## src/rtl/phase_reporter.sv

```systemverilog
// Frames a snapshot of the per-channel phase table plus error status into one
// fixed-length packet and writes it into the TX FIFO, only when the whole packet fits.
module phase_reporter #(
    parameter int          NUM_CHANNELS   = 2,
    parameter int          PHASE_W        = 8,
    parameter int          DATA_W         = 8,
    parameter int          TX_FIFO_SIZE   = 4096,
    parameter int          TX_FIFO_LOAD_W = 13,
    parameter logic [7:0]  HEADER         = 8'hA5
) (
    input  logic                             clk,
    input  logic                             rst,
    input  logic [NUM_CHANNELS*PHASE_W-1:0]  phases,
    input  logic                             read_error,
    input  logic                             report_req,
    input  logic [TX_FIFO_LOAD_W-1:0]        txfifo_load,
    input  logic                             txfifo_full,
    output logic [DATA_W-1:0]                txfifo_data,
    output logic                             txfifo_wr,
    output logic                             busy,
    output logic [7:0]                       drop_count
);

    localparam int SPACE_W = TX_FIFO_LOAD_W + 1;
    localparam int IDX_W   = (NUM_CHANNELS > 1) ? $clog2(NUM_CHANNELS) : 1;
    localparam logic [SPACE_W-1:0] FIFO_SIZE_S = SPACE_W'(TX_FIFO_SIZE);
    localparam logic [SPACE_W-1:0] PKT_LEN_S   = SPACE_W'(NUM_CHANNELS + 4);
    localparam logic [IDX_W-1:0]   LAST_IDX    = IDX_W'(NUM_CHANNELS - 1);
    localparam logic [7:0]         CNT_BYTE    = 8'(NUM_CHANNELS);

    typedef enum logic [2:0] {
        S_IDLE = 3'd0,
        S_HDR  = 3'd1,
        S_CNT  = 3'd2,
        S_PH   = 3'd3,
        S_STAT = 3'd4,
        S_CSUM = 3'd5
    } state_t;

    state_t             state_r;
    logic [7:0]         snap_r [NUM_CHANNELS];
    logic [IDX_W-1:0]   ch_idx_r;
    logic [7:0]         csum_r;
    logic               pending_r;
    logic               sticky_r;
    logic               drop_flag_r;

    logic               accept_s;
    logic               space_ok_s;
    logic               start_s;
    logic               stat_done_s;
    logic               drop_event_s;
    logic [1:0]         drop_inc_s;
    logic               pending_next_s;
    logic [8:0]         drop_sum_s;
    logic [7:0]         drop_count_next_s;
    logic [SPACE_W-1:0] load_ext_s;

    function automatic logic [7:0] phase_byte(input logic [NUM_CHANNELS*PHASE_W-1:0] tbl,
                                              input int idx);
        return 8'(tbl[idx*PHASE_W +: PHASE_W]);
    endfunction

    function automatic logic [7:0] status_byte(input logic sticky, input logic dflag);
        return {6'b000000, dflag, sticky};
    endfunction

    // The write strobe is the only combinational output: a byte goes out whenever one is staged and the FIFO has room.
    assign txfifo_wr = busy & ~txfifo_full;

    // Request arbitration: space check, drop accounting and the one-deep pending slot.
    always_comb begin
        accept_s       = busy & ~txfifo_full;
        load_ext_s     = {1'b0, txfifo_load};
        space_ok_s     = (load_ext_s <= FIFO_SIZE_S) &&
                         ((FIFO_SIZE_S - load_ext_s) >= PKT_LEN_S);
        start_s        = 1'b0;
        drop_inc_s     = 2'd0;
        pending_next_s = pending_r;
        if (state_r == S_IDLE) begin
            if (report_req || pending_r) begin
                if (space_ok_s) begin
                    start_s        = 1'b1;
                    // A fresh request coinciding with a pending one waits for the next packet.
                    pending_next_s = report_req & pending_r;
                end else begin
                    drop_inc_s     = {1'b0, report_req} + {1'b0, pending_r};
                    pending_next_s = 1'b0;
                end
            end else begin
                pending_next_s = 1'b0;
            end
        end else begin
            if (report_req && pending_r) begin
                drop_inc_s = 2'd1;
            end else if (report_req) begin
                pending_next_s = 1'b1;
            end else begin
                pending_next_s = pending_r;
            end
        end
        drop_event_s      = (drop_inc_s != 2'd0);
        stat_done_s       = (state_r == S_STAT) && accept_s;
        drop_sum_s        = {1'b0, drop_count} + {7'b0000000, drop_inc_s};
        drop_count_next_s = (drop_sum_s > 9'd255) ? 8'hFF : drop_sum_s[7:0];
    end

    // Packet sequencer, status flags and staged output byte.
    always_ff @(posedge clk) begin
        if (rst) begin
            state_r     <= S_IDLE;
            busy        <= 1'b0;
            txfifo_data <= 8'h00;
            drop_count  <= 8'h00;
            pending_r   <= 1'b0;
            sticky_r    <= 1'b0;
            drop_flag_r <= 1'b0;
            csum_r      <= 8'h00;
            ch_idx_r    <= IDX_W'(0);
            for (int i = 0; i < NUM_CHANNELS; i++) begin
                snap_r[i] <= 8'h00;
            end
        end else begin
            pending_r   <= pending_next_s;
            drop_count  <= drop_count_next_s;
            sticky_r    <= stat_done_s ? read_error : (sticky_r | read_error);
            drop_flag_r <= drop_event_s | (drop_flag_r & ~stat_done_s);
            if (accept_s) begin
                csum_r <= csum_r ^ txfifo_data;
            end
            case (state_r)
                S_IDLE: begin
                    if (start_s) begin
                        state_r     <= S_HDR;
                        busy        <= 1'b1;
                        txfifo_data <= HEADER;
                        csum_r      <= 8'h00;
                        ch_idx_r    <= IDX_W'(0);
                        for (int i = 0; i < NUM_CHANNELS; i++) begin
                            snap_r[i] <= phase_byte(phases, i);
                        end
                    end
                end
                S_HDR: begin
                    if (accept_s) begin
                        state_r     <= S_CNT;
                        txfifo_data <= CNT_BYTE;
                    end
                end
                S_CNT: begin
                    if (accept_s) begin
                        state_r     <= S_PH;
                        ch_idx_r    <= IDX_W'(0);
                        txfifo_data <= snap_r[0];
                    end
                end
                S_PH: begin
                    if (accept_s) begin
                        if (ch_idx_r == LAST_IDX) begin
                            state_r     <= S_STAT;
                            txfifo_data <= status_byte(sticky_r | read_error,
                                                       drop_flag_r | drop_event_s);
                        end else begin
                            ch_idx_r    <= ch_idx_r + IDX_W'(1);
                            txfifo_data <= snap_r[ch_idx_r + IDX_W'(1)];
                        end
                    end
                end
                S_STAT: begin
                    if (accept_s) begin
                        state_r     <= S_CSUM;
                        txfifo_data <= csum_r ^ txfifo_data;
                    end
                end
                S_CSUM: begin
                    if (accept_s) begin
                        state_r <= S_IDLE;
                        busy    <= 1'b0;
                    end
                end
                default: begin
                    state_r <= S_IDLE;
                    busy    <= 1'b0;
                end
            endcase
        end
    end

endmodule

```

## config.mk

```make
export PLATFORM = sky130hd
export DESIGN_NAME = phase_reporter
export DESIGN_NICKNAME = d
export VERILOG_FILES = /design/src/rtl/phase_reporter.sv
export SDC_FILE = /design/constraint.sdc
export NUM_CORES = 1
export LEC_CHECK = 0
export CORE_ASPECT_RATIO = 1.2
export CORE_MARGIN = 8
export CORE_UTILIZATION = 52
export DETAILED_ROUTE_END_ITERATION = 16
export PLACE_DENSITY = 0.8
export SKIP_CTS_REPAIR_TIMING = 1
export SKIP_LAST_GASP = 1
export SLEW_MARGIN = 20
export SYNTH_ARGS = -nofsm -noshare
export SYNTH_HDL_FRONTEND = slang
export SYNTH_SLANG_ARGS = --single-unit
```

## constraint.sdc

```tcl
create_clock -name clk -period 4.8 [get_ports clk]
set_input_delay 1.2 -clock clk [delete_from_list [all_inputs] [get_ports clk]]
set_output_delay 1.2 -clock clk [all_outputs]
set_load 0.02 [all_outputs]
```

After elaboration in Yosys (flattened, before gate mapping)
Memories as Yosys holds them, arrays and structs flattened.
Index checks and enable logic that the tools add are counted.
{ "op_classes": {"mux": 47, "addsub": 4, "bitwise_logic": 12, "n_reduce_logical": 15, "n_eq_ne": 13, "n_lt_le_gt_ge": 3} }
{ "ops": {"columns": ["op", "n"], "rows": [
  ["$mux W8", 12],
  ["$pmux W8 S5", 1],
  ["$mux W1", 21],
  ["$mux W3", 7],
  ["$pmux W3 S6", 1],
  ["$ne A2 B2 Y1 const B", 8],
  ["$ge A14 B3 Y1 const B", 1],
  ["$sub A13 B13 Y14 const A", 1],
  ["$le A13 B13 Y1 const B", 1],
  ["$add A8 B2 Y9", 1],
  ["$gt A9 B8 Y1 const B", 1],
  ["$xor A8 B8 Y8", 1],
  ["$reduce_and A7 Y1", 1],
  ["$eq A3 B2 Y1 const B", 2],
  ["$eq A3 B3 Y1 const B", 2],
  ["$mux W2", 3],
  ["$pmux W1 S3", 2],
  ["$reduce_and A6 Y1", 1],
  ["$or A1 B1 Y1", 5],
  ["$reduce_bool A5 Y1", 1],
  ["$reduce_and A4 Y1", 1],
  ["$reduce_bool A2 Y1", 2],
  ["$reduce_or A4 Y1", 1],
  ["$and A1 B1 Y1", 3],
  ["other kinds (10)", 14]
]} }
{ "totals": {"n_memories": 1, "register_bits": 32, "ram_bits": 16, "inputBits": 34, "elab_cells": 104, "output_inout_bits": 18} }
{ "mem_list": {"columns": ["name", "depth", "word_bits", "read_ports", "rd_ports_with_merged_regs", "wr", "line_no", "text"], "rows": [
  ["snap_r", 2, 8, 2, 0, 2, "41", "logic [7:0] snap_r [NUM_CHANNELS];"]
]} }

Depth between registers and ports, before layout
{ "logic_depth": {"word_depth": 11, "mapped_depth": 15, "depth_no_buf": 14} }

Least setup slack after synthesis
Ideal clock, no wire load.
{ "synth_path": {"kind": "input to register", "startpoint": "input port txfifo_load[6]", "endpoint": "register drop_count[6]", "path_stages": 13, "required_ps": 4722, "n_path_buf": 1, "arrival_time_ps": 3804, "setup_ps": 78, "setup_slack_ps": 918, "path_cell_list": "or4_4 or3_4 and4b_4 o2111ai_4 nand2_4 nand3_1 nand2_1 ha_1 fa_1 clkbuf_1 nand3_1 nor3b_1 nor3_1"} }
{ "synth_between": {"elab_chain_len": 9, "word_cells_on_any_way": 10, "classes_between": "2 x add/sub; 3 x order compare; 4 x mux; 1 x reduce/logical"} }
{ "synth_rtl": {"columns": ["element", "line_no", "text"], "rows": [
  ["from (decl)", "16", "input logic [TX_FIFO_LOAD_W-1:0] txfifo_load,"],
  ["$sub A13 B13 Y14", "76", "((FIFO_SIZE_S - load_ext_s) >= PKT_LEN_S);"],
  ["$ge A14 B3 Y1", "76", null],
  ["$logic_and A1 B1 Y1 (*)", "75", "space_ok_s = (load_ext_s <= FIFO_SIZE_S) &&"],
  ["$mux W2 (*)", "82", "if (space_ok_s) begin"],
  ["$mux W2 (*)", "81", "if (report_req || pending_r) begin"],
  ["$mux W2 (*)", "80", "if (state_r == S_IDLE) begin"],
  ["$add A8 B2 Y9 (*)", "104", "drop_sum_s = {1'b0, drop_count} + {7'b0000000, drop_inc_s};"],
  ["$gt A9 B8 Y1", "105", "drop_count_next_s = (drop_sum_s > 9'd255) ? 8'hFF : drop_sum_s[7:0];"],
  ["$mux W8 (*)", "105", null],
  ["to (signal assigned)", "125", "drop_count <= drop_count_next_s;"],
  ["to (decl)", "21", "output logic [7:0] drop_count"]
]} }
Mark *: on every way between the ends. The rest lies on a longest branch, timed or not.
A chain may end at the register's enable or synchronous reset.

Worst setup path after layout
{ "layout_path": {"startpoint": "input port txfifo_load[4]", "endpoint": "register drop_count[6]"} }
The elaborated chain is that of the path after synthesis.

==> flow_summary.json <==
{
  "layout.nets": 386,
  "grt_usage_pct": 15.5,
  "syn_to_final_growth_pct": 22.6,
  "regArea_sq_mm": 0.00112,
  "synth_top_area_share_pct": 23.5,
  "synth_adder_area_share_pct": 3.85,
  "path_clk_slew_ns": 0.09,
  "hpwl_um": 4270,
  "seq_area_frac_synth_pct": 41.1,
  "period_needed_ns": 4.18,
  "synthArstFlopShare_pct": 0,
  "wl_met3_um": 291,
  "tritoncts": "done",
  "grt_max_degree": 26,
  "drtAntennaViolNets": 0,
  "whs_ns": 0.495,
  "vias_per_cell": 5.48,
  "rr_startpoint": "state_r[2]$_SDFFE_PP0P_",
  "max_freq_mhz": 239,
  "diodes": 0,
  "ys_top_cells_by_area": "dfxtp_1, edfxtp_1, nor2_1",
  "yosys_warnings": 0,
  "cts_max_level": 2,
  "highest_layer": "met4",
  "grt_setup_unrepaired": "no",
  "wl_per_cell_um": 14.4,
  "relSlewSlack_pct": 53.4,
  "drt-pass1-iter-count": 4,
  "grt_pass1_wl_um": 9630,
  "start_util_pct": 52.6,
  "outcome": "completed",
  "yosysTopAreaCell": "dfxtp_1",
  "grt_overflow": 0,
  "synth_top_family_by_area": "simple AND/OR/NAND/NOR gates",
  "dp_slack_ns": 0.302,
  "drtIter0Drc": 104,
  "critPathKind": "in2reg",
  "drive_gt1_share_pct": 7.23,
  "synthDistinctLibCells": 57,
  "synth_compound_area_share_pct": 19.9,
  "finalSetupViolations": 0,
  "vias": 2234,
  "clock_latency_ns": 0.30,
  "die_h_um": 95.4,
  "final_max_slew_viol_count": 0,
  "synthMuxAreaShare_pct": 1.10,
  "endpoint_kind": "register",
  "p_leak_nw": 1.22,
  "worstPathArrival_ns": 4.41,
  "grt_antenna_before_repair": 0,
  "power_density_mw_per_mm2": 259,
  "wl_met1_um": 2550,
  "worstPathRequired_ns": 5.03,
  "synth_cells": 300,
  "crit_fanout": 8,
  "portBuffers": 51,
  "tightest_slew_ns": 0.698,
  "synthFlopType": "dfxtp_1",
  "drc": 0,
  "drv_cap": 0,
  "hold_path_class": "reg2reg",
  "core_sq_mm": 0.00519,
  "clk_path_buf_depth": 2,
  "synth-simple-area-share_pct": 23.7,
  "timing.final.ws_setup_ns": 0.618,
  "synth-edff-count": 16,
  "skew_ns": 0.00509,
  "yosys.area_share.xor_xnor_pct": 4.81,
  "netlist_top_cells_count": "nor2_1, dfxtp_1, nand2_1, a21oi_1, inv_1",
  "n_fill_cell": 425,
  "cts-buffers-inserted": 5,
  "ioPinCount": 52,
  "grt_pass1_vias": 2120,
  "wl_um": 5860,
  "critPathLaunch": "txfifo_load[4]",
  "yosysMostFrequentCell": "nor2_1",
  "cts.sinks": 48,
  "finalHoldViolCount": 0,
  "irDropWorstVdd_uv": 169,
  "cts_root_buffer": "clkbuf_8",
  "ys_ff_latch": 48,
  "finalCritPeriodShare_pct": 87.1,
  "synth.net_count": 341,
  "fin_setup_tns_ns": 0,
  "syn_avg_cell_area_sq_um": 9.10,
  "multi_input_area_sq_mm": 0.00146,
  "start_kind": "input pin",
  "dieWidth_um": 82.1,
  "synth_area_sq_mm": 0.00273,
  "wl_met2_um": 2910,
  "rows": 29,
  "die_area_sq_mm": 0.00783,
  "place_congestion": 0.814,
  "min_from": "txfifo_data[7]$_SDFFE_PP0P_"
}
stage by stage:
stage | power (mW) | instance area (sq um) | utilization [%] | std cells
6_report | 0.866 | 3350 | 64.5 | 408
4_1_cts | 0.874 | 3350 | 64.5 | 408
2_1_floorplan | 0.568 | 2730 | - | 300
5_1_grt | 0.904 | 3350 | 64.5 | 408
3_3_place_gp | 0.628 | 3260 | 62.8 | 400
3_5_place_dp | 0.632 | 3260 | 62.8 | 400
final timing paths:
| path | endpoint | slack (ns) | cells after the start |
|---|---|---|---|
| setup / recovery | drop_count[6]$_SDFF_PP0_ | 0.62 | 13 |
| hold / removal | txfifo_data[7]$_SDFFE_PP0P_ | 0.50 | 2 |
| setup reg to reg | drop_count[6]$_SDFF_PP0_ | 2.23 | 9 |
| hold reg to reg | txfifo_data[7]$_SDFFE_PP0P_ | 0.50 | 2 |
state kept, by name, summed over array words and instances (netlist names):
name and flops:
sticky_r 1, drop_count 8, csum_r 8, state_r 3
snap_r 16, pending_r 1, busy 1, ch_idx_r 1
txfifo_data 8, drop_flag_r 1
cell families after synthesis:
kind of cell / count (synthesis)
xor gates and xnor gates: 15
muxes: 3
and+or+nand+nor: 122
adders and majority gates: 8
AOI/OAI and AO/OA: 69
buffers and inverters: 35
DFF: 48
layout by cell type (no fill, tap or decap), types with 2 or more instances in the layout:
cell / instances
ha_1: 6
or3_1: 3
nor4_1: 2
nand4_1: 2
o32a_1: 3
edfxtp_1: 16
mux2i_1: 3
a32o_1: 3
a31oi_1: 3
nor3b_1: 3
o22ai_1: 6
nor2_1: 34
xor2_1: 12
inv_1: 19
nand3_1: 6
clkbuf_8: 5
buf_4: 3
nor2b_1: 8
a221oi_2: 5
and2_1: 16
dfxtp_1: 32
a311oi_1: 2
xnor2_1: 3
a21oi_1: 19
or4_1: 2
and3_1: 4
nand2_1: 28
clkdlybuf4s50_1: 51
o21ai_0: 12
nand2b_1: 6
final cells by class:
class                      count  area share, %
clock inverter                 3          0.524
sequential                    48           33.5
timing repair buffer          54           15.9
clock buffer                   5           2.06
multi-input combinational    217           43.5
tap                           62           2.32
inverter                      19           2.13
metal layers:
layer  vias up  global-route usage, %
met5         -                      0
met4         0                   6.30
met3         8                   3.58
met2        51                   26.1
met1      1028                   18.4
li1       1147                      -
where the power goes:
group          switching [mW]  internal [mW]  leakage (nW)
sequential             0.0172          0.442         0.430
clock                   0.141          0.102        0.0460
combinational          0.0847         0.0784         0.748
worst max-delay path, stage by stage:
cell and delay [ns]:
clkdlybuf4s50_1 0.48, or4_4 0.55, or3_4 0.39, and4b_4 0.21
o2111ai_4 0.25, nand2_4 0.14, nand3_1 0.12, nand2_1 0.06
ha_1 0.20, fa_1 0.49, nand3_1 0.11, nor3b_1 0.05
nor3_1 0.15
Note: power is estimated with default switching activity, not from simulation.
